<file path="config.mk">
export PLATFORM = sky130hd
export DESIGN_NAME = reg_file_wm
export DESIGN_NICKNAME = d
export VERILOG_FILES = /design/src/rtl/reg_file_pkg.sv /design/src/rtl/reg_file_rd_pipe.sv /design/src/rtl/reg_file_wm.sv
export SDC_FILE = /design/constraint.sdc
export NUM_CORES = 1
export LEC_CHECK = 0
export CAP_MARGIN = 20
export CORE_MARGIN = 2
export CORE_UTILIZATION = 59
export DETAILED_ROUTE_END_ITERATION = 10
export PLACE_DENSITY_LB_ADDON = 0.15
export SYNTH_ARGS = -nofsm -noshare
export SYNTH_HDL_FRONTEND = slang
export SYNTH_HIERARCHICAL = 1
export SYNTH_SLANG_ARGS = --single-unit
</file>
<file path="constraint.sdc">
create_clock -name CLK -period 3 [get_ports CLK]
set_input_delay 0.6 -clock CLK [delete_from_list [all_inputs] [get_ports CLK]]
set_output_delay 0.6 -clock CLK [all_outputs]
set_load 0.01 [all_outputs]
</file>
<file path="src/rtl/reg_file_pkg.sv">
// Shared constants for the configuration register file: legal read latencies,
// reset-image slicing helper and the default UART configuration image.
package reg_file_pkg;

  localparam int RD_LAT_MIN = 1;
  localparam int RD_LAT_MAX = 2;

  // Upper bounds accepted by rst_slice; the top level checks its parameters against them.
  localparam int RST_IMG_MAX_BITS = 2048;
  localparam int SLICE_MAX_BITS   = 64;

  localparam int UART_CFG_DEPTH = 16;
  localparam int UART_CFG_WIDTH = 8;

  // reg0 = parity/enable, reg1 = prescale 32, all others cleared
  localparam logic [UART_CFG_DEPTH*UART_CFG_WIDTH-1:0] UART_RST_IMAGE =
    {{(UART_CFG_DEPTH-2)*UART_CFG_WIDTH{1'b0}}, 8'h20, 8'h01};

  function automatic logic [SLICE_MAX_BITS-1:0] rst_slice(
    input logic [RST_IMG_MAX_BITS-1:0] img,
    input int                          width,
    input int                          idx
  );
    logic [RST_IMG_MAX_BITS-1:0] shifted;
    logic [SLICE_MAX_BITS-1:0]   keep;
    shifted = img >> (idx * width);
    keep    = (SLICE_MAX_BITS'(1) << width) - SLICE_MAX_BITS'(1);
    return shifted[SLICE_MAX_BITS-1:0] & keep;
  endfunction

endpackage

</file>
<file path="src/rtl/reg_file_rd_pipe.sv">
// Read response pipeline carrying {valid, err, data}; latency RD_LATENCY (1 or 2).
// No backpressure: one response per request, RST flushes every stage.
module reg_file_rd_pipe #(
  parameter int WIDTH      = 8,
  parameter int RD_LATENCY = 1
) (
  input  logic             CLK,
  input  logic             RST,
  input  logic             req_vld,
  input  logic             req_err,
  input  logic [WIDTH-1:0] req_dat,
  output logic             rsp_vld,
  output logic             rsp_err,
  output logic [WIDTH-1:0] rsp_dat
);

  logic             s1_vld;
  logic             s1_err;
  logic [WIDTH-1:0] s1_dat;

  // Data is forced to zero whenever no response is carried.
  always_ff @(posedge CLK) begin
    if (RST) begin
      s1_vld <= 1'b0;
      s1_err <= 1'b0;
      s1_dat <= '0;
    end else begin
      s1_vld <= req_vld;
      s1_err <= req_vld && req_err;
      s1_dat <= req_vld ? req_dat : '0;
    end
  end

  if (RD_LATENCY == 2) begin : g_two_stage
    logic             s2_vld;
    logic             s2_err;
    logic [WIDTH-1:0] s2_dat;

    always_ff @(posedge CLK) begin
      if (RST) begin
        s2_vld <= 1'b0;
        s2_err <= 1'b0;
        s2_dat <= '0;
      end else begin
        s2_vld <= s1_vld;
        s2_err <= s1_err;
        s2_dat <= s1_dat;
      end
    end

    assign rsp_vld = s2_vld;
    assign rsp_err = s2_err;
    assign rsp_dat = s2_dat;
  end else begin : g_one_stage
    assign rsp_vld = s1_vld;
    assign rsp_err = s1_err;
    assign rsp_dat = s1_dat;
  end

endmodule

</file>
<file path="src/rtl/reg_file_wm.sv">
// Masked-write configuration register file with write-first read bypass; read latency RD_LATENCY.
// No backpressure: one write and one read accepted every cycle, bad accesses flagged via WrErr/RdErr.
module reg_file_wm
  import reg_file_pkg::*;
#(
  parameter int                     WIDTH      = 8,
  parameter int                     DEPTH      = 16,
  parameter int                     ADDR_BITS  = 4,
  parameter int                     NUM_CFG    = 4,
  parameter int                     RD_LATENCY = 1,
  parameter logic [DEPTH-1:0]       RO_MASK    = '0,
  parameter logic [DEPTH*WIDTH-1:0] RST_VAL    = '0
) (
  input  logic                     CLK,
  input  logic                     RST,
  input  logic                     WrEn,
  input  logic [ADDR_BITS-1:0]     WrAddr,
  input  logic [WIDTH-1:0]         WrData,
  input  logic [WIDTH-1:0]         WrMask,
  input  logic                     RdEn,
  input  logic [ADDR_BITS-1:0]     RdAddr,
  output logic [WIDTH-1:0]         RdData,
  output logic                     RdData_Valid,
  output logic                     RdErr,
  output logic                     WrErr,
  output logic [NUM_CFG*WIDTH-1:0] CFG_REGS
);

  localparam int ADDR_SPAN = 2 ** ADDR_BITS;

  if (RD_LATENCY < RD_LAT_MIN || RD_LATENCY > RD_LAT_MAX) begin : g_bad_latency
    $error("reg_file_wm: RD_LATENCY must be 1 or 2");
  end
  if (NUM_CFG < 1 || NUM_CFG > DEPTH) begin : g_bad_num_cfg
    $error("reg_file_wm: NUM_CFG must be within 1..DEPTH");
  end
  if (DEPTH < 2 || DEPTH > ADDR_SPAN) begin : g_bad_depth
    $error("reg_file_wm: DEPTH must be within 2..2**ADDR_BITS");
  end
  if (DEPTH * WIDTH > RST_IMG_MAX_BITS || WIDTH > SLICE_MAX_BITS) begin : g_bad_image
    $error("reg_file_wm: reset image exceeds package limits");
  end

  // Read-only mask padded to the full address span; unused addresses are out of range anyway.
  localparam logic [ADDR_SPAN-1:0] RO_PAD = ADDR_SPAN'(RO_MASK);

  logic [WIDTH-1:0] rf [DEPTH];
  logic [WIDTH-1:0] wr_cur;
  logic [WIDTH-1:0] rd_cur;
  logic [WIDTH-1:0] wr_merged;
  logic [WIDTH-1:0] rd_dat;
  logic             wr_in_range;
  logic             rd_in_range;
  logic             wr_acc;
  logic             wr_rej;
  logic             rd_hit;
  logic             wr_err_q;

  assign wr_in_range = int'(WrAddr) < DEPTH;
  assign rd_in_range = int'(RdAddr) < DEPTH;
  assign wr_acc      = WrEn && wr_in_range && !RO_PAD[WrAddr];
  assign wr_rej      = WrEn && !wr_acc;
  assign rd_hit      = wr_acc && (WrAddr == RdAddr);

  // Explicit decode keeps out-of-range addresses from indexing past the array.
  always_comb begin
    wr_cur = '0;
    rd_cur = '0;
    for (int i = 0; i < DEPTH; i++) begin
      if (int'(WrAddr) == i) wr_cur = rf[i];
      if (int'(RdAddr) == i) rd_cur = rf[i];
    end
  end

  assign wr_merged = (wr_cur & ~WrMask) | (WrData & WrMask);

  // Write-first: a same-cycle accepted write to the read address is forwarded.
  always_comb begin
    rd_dat = '0;
    if (rd_in_range) begin
      rd_dat = rd_hit ? wr_merged : rd_cur;
    end
  end

  always_ff @(posedge CLK) begin
    if (RST) begin
      for (int i = 0; i < DEPTH; i++) begin
        rf[i] <= WIDTH'(rst_slice(RST_IMG_MAX_BITS'(RST_VAL), WIDTH, i));
      end
    end else if (wr_acc) begin
      for (int i = 0; i < DEPTH; i++) begin
        if (int'(WrAddr) == i) rf[i] <= wr_merged;
      end
    end
  end

  always_ff @(posedge CLK) begin
    if (RST) begin
      wr_err_q <= 1'b0;
    end else begin
      wr_err_q <= wr_rej;
    end
  end

  assign WrErr = wr_err_q;

  reg_file_rd_pipe #(
    .WIDTH      (WIDTH),
    .RD_LATENCY (RD_LATENCY)
  ) u_rd_pipe (
    .CLK     (CLK),
    .RST     (RST),
    .req_vld (RdEn),
    .req_err (!rd_in_range),
    .req_dat (rd_dat),
    .rsp_vld (RdData_Valid),
    .rsp_err (RdErr),
    .rsp_dat (RdData)
  );

  // Straight from the array flops, so no combinational path from any input.
  for (genvar g = 0; g < NUM_CFG; g++) begin : g_cfg
    assign CFG_REGS[g*WIDTH +: WIDTH] = rf[g];
  end

endmodule

</file>
==> results of run 1 <==
per-layer routing:
layer,vias to the layer above,share of wire
met5,-,0
met4,0,0.049
met3,118,0.14
met2,605,0.45
met1,3416,0.36
li1,2951,-
state kept, by name, indices dropped and copies added (netlist names):
signal / cells
u_rd_pipe/rsp_err: 1
rf: 128
u_rd_pipe/rsp_vld: 1
u_rd_pipe/rsp_dat: 8
worst min path at each step:
stage,startpoint,end,slack (ns),depth (start not counted)
floorplan,rf[0][116],u_rd_pipe/rsp_dat[4],0.60,3
global placement,rf[0][116],u_rd_pipe/rsp_dat[4],0.67,3
detailed placement,rf[0][116],u_rd_pipe/rsp_dat[4],0.71,3
CTS,rf[0][116],u_rd_pipe/rsp_dat[4],0.71,3
global route,rf[0][116],u_rd_pipe/rsp_dat[4],0.75,3
finish,rf[0][116],u_rd_pipe/rsp_dat[4],0.76,3
power by group:
group | switching, W | total, W | leakage (nW) | internal (W)
logic | 0.000500 | 0.000870 | 2.00 | 0.000370
registers | 0.0000686 | 0.00229 | 1.41 | 0.00222
clock network | 0.000810 | 0.00228 | 0.307 | 0.00147
placed cells by master, fill, tap and decap left out, drive strengths merged, types with 16 or more instances in the layout:
cell	instances
mux2i	33
nor3	32
buf	90
mux4	25
inv	16
nand3	18
a21oi	23
nand2b	17
clkbuf	20
o21ai	39
clkdlybuf4s50	65
nand2	44
edfxtp	128
nor2	114
worst reg2reg max path, cell delays in order (launching register included):
cell and delay, ns:
edfxtp_1 0.45, or2_0 0.24, mux4_2 0.47, a222oi_1 0.44
o21ai_1 0.20, nor2_2 0.22, buf_12 0.16, nor2_1 0.04
through the flow:
stage | std cells | setup TNS, ns
floorplan | 752 | 0
global placement | 990 | -0.412
detailed placement | 990 | -1.39
CTS | 1022 | 0
global route | 1022 | 0
finish | 1022 | 0
logic make-up after synthesis:
| family | Yosys count | synth area share |
|---|---|---|
| DFF | 138 | 0.498 |
| AOI/OAI and AO/OA | 151 | 0.129 |
| buffers and inverters | 112 | 0.0820 |
| other | 1 | 0.000462 |
| and+or+nand+nor | 278 | 0.164 |
| xor gates and xnor gates | 4 | 0.00432 |
| muxes | 67 | 0.123 |
final cells by class:
type | instances | area share
flip-flops and latches | 138 | 0.412
multi-input cells | 502 | 0.347
repair buffers | 155 | 0.147
clock buffers | 20 | 0.0445
well taps | 176 | 0.0224
clock inverters | 12 | 0.0201
inverters | 19 | 0.00726
==> impl_metrics.csv, run 1 <==
group,metric,value,unit
timing,period_share,0.915,
power_and_ir_drop,p_per_area,554,nW/um2
synth,synth_top_flop_cell,"edfxtp_1",
floorplan,dieArea,14700,um2
clocking,cts_max_level,4,
setup_path,worst-path-stages,10,
place,dp_slack,-0.112,ns
timing,finalCriticalPeriod,2.74,ns
power_and_ir_drop,totalPowerFinal,0.00544,W
synth,ys_ff_latch,138,
setup_path,start_kind,"primary input",
timing,fin_ws,0.256,ns
place,dpl_cell_area,9190,um2
synth,synth_largest_area_cell,"edfxtp_1",
synth,synth_area,8120,um2
clocking,cts.sink_count,138,
setup_path,crit_fanout,9,
synth,synth_edf_count,128,
setup_path,path_cells,"clkdlybuf4s50_1, buf_4, clkinv_1, nand3_1, o21ai_0, a222oi_1, buf_4, o221ai_1, o21ai_0, and3b_1",
power_and_ir_drop,ir_drop,0.000468,V
final_layout,fin_util,0.736,
synth,ys_warn_count,6,
place,port_buffers,69,
timing,max_freq,364,MHz
timing,holdWs,0.759,ns
final_layout,stdcell_area,9820,um2
setup_path,rrSetupSlack,0.51,ns
timing,worst_slew_pin_slew,0.749,ns
setup_path,r2r_start,"rf[0][7]",
final_layout,diodes,0,
run_status,status,"complete, no violations",
routing,drt_iter0_markers,1059,
grt,antenna_found_initial,1,
setup_path,worstSetupPathType,"in -> reg",
setup_path,critical_path_buf_inv_count,4,
setup_path,crit_family,"buffers and inverters",
clocking,clk_pin_slew,0.06,ns
routing,via_per_inst,6.94,
setup_path,critPathSlowestCell,"clkdlybuf4s50_1",
setup_path,cp.arrival,3.11,ns
clocking,clk_path_buf_depth,2,
timing,finalHoldViolations,0,
floorplan,start_util,0.608,
grt,grt_max_degree,34,
synth,synth.most_common_cell,"edfxtp_1",
synth,synth-seq-area-share,0.498,
routing,vias,7090,
clocking,cts-root-buf,"clkbuf_16",
grt,grt_pass1_wl,41.0,mm
final_layout,syn_to_final_growth,21.0,%
grt,gr-usage-all-layers,0.388,
clocking,cts_tree,"done",
floorplan,core_area,13300,um2
setup_path,r2r_end,"rf[0][79]",
power_and_ir_drop,p_leak,3.72,nW
clocking,cts-hold-fix-buffers,0,
synth,synth_cell_types,71,
floorplan,die_w,121,um
synth,ys_top_cells_by_count,"edfxtp_1, nor2_1, buf_4",
timing,drv_slew,0,
final_layout,multiInputGateArea,3410,um2
synth,syn_area_per_cell,10.8,um2
routing,drt-total-wl,27.7,mm
synth,async_reset_ff_frac,0,
timing,rsz0062_at_grt,"false",
grt,overflow,0,
synth,netlist.area_leader.share,0.473,
setup_path,required,3.37,ns
floorplan,num_rows,42,
timing,setup-violations-final,0,
clocking,insertion_delay,0.43,ns
routing,drtPass1Iterations,7,
worst_hold_path,hold_path_class,"reg -> reg",
final_layout,drive_gt1_frac,0.195,
setup_path,cp-endpoint,"u_rd_pipe/rsp_dat[5]",
clocking,ctsResizeCount,0,
final_layout,nNetsFinal,861,
grt,busiest_layer,"met2",
routing,wl_per_cell,27.1,um
place,gp_congestion,0.966,
setup_path,crit_start,"RdAddr[3]",
synth,synthTopCellsByArea,"edfxtp_1, mux4_2, nor2_1",
routing,antenna_left,0,
grt,grt_pass1_vias,6866,
clocking,numCtsBuffers,17,
final_layout,fillers,954,
clocking,post_cts_buffers,0,
place,dpl.hpwl,20.1,mm
job,maxCapViolCount,0,
routing,drc,0,
synth,synthCells,751,
floorplan,io_pins,71,
timing,skew,0.00745,ns
grt,grt_use_met2,0.590,
floorplan,die_y,121,um
setup_path,max_stage_delay,0.47,ns
timing,worst_slew_margin_rel,0.497,
setup_path,worstSetupEndpointType,"register",
final_layout,regArea,4040,um2
setup_path,reg2reg_depth,7,
grt,grtUsageMet1,0.514,
grt,grt_use_met3,0.122,
Note: power is estimated with default switching activity, not from simulation.
==> run 2, diff against run 1 <==
- CORE_MARGIN: 2 -> 8
- CORE_UTILIZATION: 59 -> 60
- CTS_BUF_LIST: not set -> sky130_fd_sc_hd__clkbuf_4
- HOLD_SLACK_MARGIN: not set -> 0.12
==> run 2 against run 1 <==
Against the previous run:
- clock skew increased by 0.016 ns
- sequential share of layout area up 1.4 points
- maximum frequency up 6.6%
- global-route usage down 7.4 points
- via count decreased by 0.37%
- sequential power about the same
- hold slack better by 0.032 ns
- first-iteration DRC count rose by 12%
- critical path type unchanged
==> impl_metrics.csv, run 2 (same netlist as run 1, synthesis figures left out) <==
group,metric,value,unit
timing,max_freq,389,MHz
final_layout,regMostFlops,"rf",
grt,overflow,0,
place,dpl.hpwl,20.4,mm
worst_hold_path,min_path_cells,3,
power_and_ir_drop,sw_frac_of_total,0.279,
power_and_ir_drop,ir_drop,0.000392,V
power_and_ir_drop,p_seq_frac,0.494,
timing,finalHoldViolations,0,
final_layout,fin_cells,1020,
floorplan,die_y,132,um
routing,vias,7064,
timing,worst_slew_pin_slew,0.642,ns
power_and_ir_drop,pwr-share-clk,0.320,
setup_path,crit_fanout,18,
timing,finalCriticalPeriod,2.57,ns
routing,via_per_inst,6.93,
place,placed_cells,986,
worst_hold_path,hold_path_end,"u_rd_pipe/rsp_dat[4]",
run_status,status,"complete, no violations",
worst_hold_path,hold_path_class,"reg -> reg",
timing,setup-violations-final,0,
clocking,cts-root-buf,"clkbuf_4",
setup_path,rrSetupSlack,0.56,ns
clocking,cts.sink_count,138,
clocking,post_cts_buffers,0,
power_and_ir_drop,internal_power,0.00335,W
floorplan,core_area,13200,um2
timing,worst_slew_margin_rel,0.572,
final_layout,drive_gt1_frac,0.196,
clocking,cts-hold-fix-buffers,0,
power_and_ir_drop,p_comb_frac,0.186,
job,maxCapViolCount,0,
routing,drt_iter0_markers,1181,
routing,drtPass1Iterations,6,
grt,grt_max_degree,32,
routing,drc,0,
grt,grt_pass1_vias,6691,
power_and_ir_drop,p_leak,3.57,nW
final_layout,final_cell_mix,"edfxtp_1, nor2_1, buf_4, clkdlybuf4s50_1, nand2_1",
setup_path,required,3.31,ns
floorplan,io_pins,71,
clocking,ctsResizeCount,0,
place,gp_congestion,0.980,
power_and_ir_drop,p_per_area,489,nW/um2
worst_hold_path,min_from,"rf[0][116]",
timing,drv_slew,0,
floorplan,dieArea,17500,um2
power_and_ir_drop,p_sw,0.00129,W
place,dp_slack,-0.0631,ns
grt,grt_pass1_wl,41.5,mm
clocking,cts_max_level,4,
clocking,clk_pin_slew,0.13,ns
final_layout,fin_util,0.718,
final_layout,largest_reg_flops,128,
floorplan,die_w,132,um
floorplan,start_util,0.613,
timing,finalSetupTns,0,ns
final_layout,final_common_cell,"edfxtp_1",
final_layout,syn_to_final_growth,17.1,%
timing,period_share,0.858,
clocking,numCtsBuffers,17,
final_layout,nNetsFinal,857,
setup_path,crit_start,"WrAddr[2]",
routing,antenna_left,0,
setup_path,worstSetupPathType,"in -> reg",
grt,antenna_found_initial,2,
setup_path,start_kind,"primary input",
timing,skew,0.0237,ns
setup_path,cp.arrival,2.88,ns
clocking,cts_tree,"done",
floorplan,num_rows,42,
routing,drt-total-wl,27.7,mm
timing,fin_ws,0.427,ns
setup_path,r2r_start,"rf[0][7]",
place,port_buffers,69,
clocking,clk_path_buf_depth,2,
setup_path,worstSetupEndpointType,"register",
setup_path,reg2reg_depth,7,
clocking,insertion_delay,0.57,ns
timing,holdWs,0.791,ns
routing,wl_per_cell,27.2,um
timing,rsz0062_at_grt,"false",
setup_path,r2r_end,"u_rd_pipe/rsp_dat[7]",
grt,gr-usage-all-layers,0.314,
-- run 2: worst max-delay path, stage by stage --
cell and delay [ns]:
clkdlybuf4s50_1 0.53, buf_4 0.28, and3b_1 0.23, a221oi_1 0.38, nand3_1 0.12, o21ai_1 0.29
nor2_2 0.10, nor2_1 0.35
-- run 2: cell type report --
type                    count  area [um2]
flip-flops and latches    138        4040
fillers                   975        3740
multi-input cells         502        3410
repair buffers            151        1400
well taps                 176         220
clock inverters            14         219
clock buffers              18         135
inverters                  19        71.3
diodes                      2        5.00
-- run 2: through the flow --
step | power, W | instance area (um2)
final | 0.00465 | 9510
after global routing | 0.00476 | 9510
after CTS | 0.00462 | 9500
after detailed placement | 0.00317 | 9150
after global placement | 0.00316 | 9150
after floorplan | 0.00280 | 8120
-- run 2: worst max path at each step --
| stage | end | cells past startpoint |
|---|---|---|
| after global placement | u_rd_pipe/rsp_dat[7] | 8 |
| after detailed placement | rf[0][127] | 8 |
| after global routing | rf[0][119] | 8 |
| after CTS | rf[0][119] | 8 |
| final | rf[0][119] | 8 |
| after floorplan | rf[0][104] | 8 |
-- run 2: power by group through the flow --
stage          sequential (W)  combinational (W)  clock [W]
2_1_floorplan         0.00230           0.000497          0
3_3_place_gp          0.00233           0.000831          0
3_5_place_dp          0.00233           0.000841          0
4_1_cts               0.00229           0.000845    0.00149
5_1_grt               0.00230           0.000905    0.00155
6_report              0.00229           0.000865    0.00149
-- run 2: metal layers --
| layer | GRT usage | up-vias | wire length, um |
|---|---|---|---|
| met4 | 0.148 | 2 | 1310 |
| met2 | 0.483 | 595 | 12500 |
| met1 | 0.408 | 3401 | 10600 |
| met3 | 0.0812 | 110 | 3330 |
| met5 | 0 | - | 13 |
| li1 | - | 2956 | - |
==> run 3, diff against run 2 <==
- clock period: 3 -> 2.9 ns (I/O delays scaled with it)
==> run 3 against run 2 <==
Against the previous run:
- power rose by 7.9%
- wire length fell by 0.38%
- critical path depth rose by 1
- sequential share of layout area fell by 0.55 points
- sequential power rose by 3%
- hold slack got worse by 0.012 ns
- count of clock-buffer cells in the layout rose by 1
- cell count rose by 0.49%
- critical endpoint is now rf[0][38]
- design area rose by 1.3%
- first-iteration DRC count rose by 8.6%
==> impl_metrics.csv, run 3 (same netlist as run 1, synthesis figures left out) <==
group,metric,value,unit
clocking,cts_tree,"done",
timing,drv_slew,0,
setup_path,r2r_start,"rf[0][7]",
grt,busiest_layer,"met2",
grt,gr-usage-all-layers,0.317,
grt,grtUsageMet1,0.408,
timing,fin_ws,0.276,ns
final_layout,fin_util,0.727,
place,dp_slack,-0.178,ns
setup_path,reg2reg_depth,7,
final_layout,stdcell_area,9630,um2
floorplan,num_rows,42,
timing,finalHoldViolations,0,
clocking,insertion_delay,0.58,ns
clocking,clk_path_buf_depth,2,
worst_hold_path,hold_path_class,"reg -> reg",
final_layout,diodes,0,
clocking,post_cts_buffers,0,
setup_path,worstSetupEndpointType,"register",
setup_path,required,3.33,ns
place,dpl.hpwl,20.4,mm
run_status,status,"complete, no violations",
clocking,numCtsBuffers,17,
grt,grt_pass1_vias,6873,
clocking,ctsResizeCount,0,
final_layout,final_common_cell,"edfxtp_1",
power_and_ir_drop,p_leak,3.64,nW
timing,period_share,0.905,
power_and_ir_drop,ir_drop,0.000554,V
routing,antenna_left,0,
routing,vias,7115,
setup_path,cp.arrival,3.05,ns
timing,setup-violations-final,0,
place,dpl_cell_area,9220,um2
timing,finalCriticalPeriod,2.62,ns
setup_path,crit_fanout,20,
worst_hold_path,min_path_cells,3,
floorplan,dieArea,17500,um2
final_layout,final_cell_mix,"edfxtp_1, nor2_1, buf_4, clkdlybuf4s50_1, nand2_1",
power_and_ir_drop,p_per_area,520,nW/um2
timing,rsz0062_at_grt,"false",
grt,grt_use_met2,0.487,
floorplan,io_pins,71,
routing,drt_iter0_markers,1283,
floorplan,die_y,132,um
routing,drt-total-wl,27.6,mm
timing,worst_slew_pin_slew,0.641,ns
final_layout,drive_gt1_frac,0.204,
final_layout,largest_reg_flops,128,
place,port_buffers,69,
clocking,cts-root-buf,"clkbuf_4",
worst_hold_path,min_from,"rf[0][116]",
clocking,cts-hold-fix-buffers,0,
setup_path,rrSetupSlack,0.48,ns
clocking,cts.sink_count,138,
floorplan,start_util,0.613,
final_layout,nNetsFinal,864,
timing,skew,0.0220,ns
setup_path,r2r_end,"rf[0][7]",
timing,worst_slew_margin_rel,0.573,
worst_hold_path,hold_path_end,"u_rd_pipe/rsp_dat[4]",
grt,grt_max_degree,31,
routing,wl_per_cell,26.9,um
routing,drtPass1Iterations,7,
timing,max_freq,381,MHz
final_layout,syn_to_final_growth,18.6,%
power_and_ir_drop,totalPowerFinal,0.00501,W
floorplan,die_w,132,um
final_layout,regMostFlops,"rf",
place,gp_congestion,1.02,
job,maxCapViolCount,0,
grt,antenna_found_initial,0,
timing,finalSetupTns,0,ns
routing,drc,0,
floorplan,core_area,13200,um2
routing,via_per_inst,6.94,
grt,grt_use_met3,0.0777,
clocking,clk_pin_slew,0.12,ns
setup_path,start_kind,"primary input",
grt,grt_pass1_wl,41.7,mm
setup_path,worstSetupPathType,"in -> reg",
grt,overflow,0,
clocking,cts_max_level,4,
-- run 3: cell count changes in the layout (fill, tap and decap cells not counted), sizes merged --
cell	change
bufinv	+2
clkinvlp	-1
diode	-2
inv	+1
clkbuf	+1
clkinv	-3
buf	+7
-- run 3: cell type report --
cell class	count	area, um2
fillers	965	3610
inverters	19	71.3
clock inverters	13	263
well taps	176	220
multi-input cells	502	3410
flip-flops and latches	138	4040
repair buffers	158	1480
clock buffers	19	143
-- run 3: critical path, cell delays in order --
cell,delay [ns]
clkdlybuf4s50_1,0.57
buf_4,0.29
nor2b_1,0.52
a311oi_1,0.18
a31o_1,0.20
a21oi_1,0.20
o211ai_1,0.15
buf_4,0.21
nor2_1,0.14
-- run 3: power breakdown --
part	switching (W)	leakage, nW	internal, W	total [W]
clock	0.000753	0.213	0.000977	0.00173
combinational	0.000515	2.02	0.000392	0.000907
sequential	0.0000778	1.41	0.00230	0.00237
total	0.00135	3.64	0.00367	0.00501
-- run 3: worst max path at each step --
stage / start / to / slack [ns]
2_1_floorplan: WrAddr[0] / rf[0][104] / 0.58
3_3_place_gp: WrAddr[2] / rf[0][31] / -0.16
3_5_place_dp: WrAddr[2] / rf[0][7] / -0.18
4_1_cts: WrAddr[2] / rf[0][70] / 0.39
5_1_grt: WrAddr[2] / rf[0][88] / 0.20
6_report: WrAddr[2] / rf[0][38] / 0.28
-- run 3: through the flow --
stage,std cells,hold slack [ns]
detailed placement,993,0.738
floorplan,752,0.597
CTS,1025,0.760
global route,1025,0.817
finish,1025,0.779
global placement,993,0.705
-- run 3: layer usage --
layer | wire length (um) | vias up
li1 | - | 2971
met1 | 10200 | 3395
met2 | 12500 | 638
met3 | 3620 | 111
met4 | 1290 | 0
met5 | 0 | -
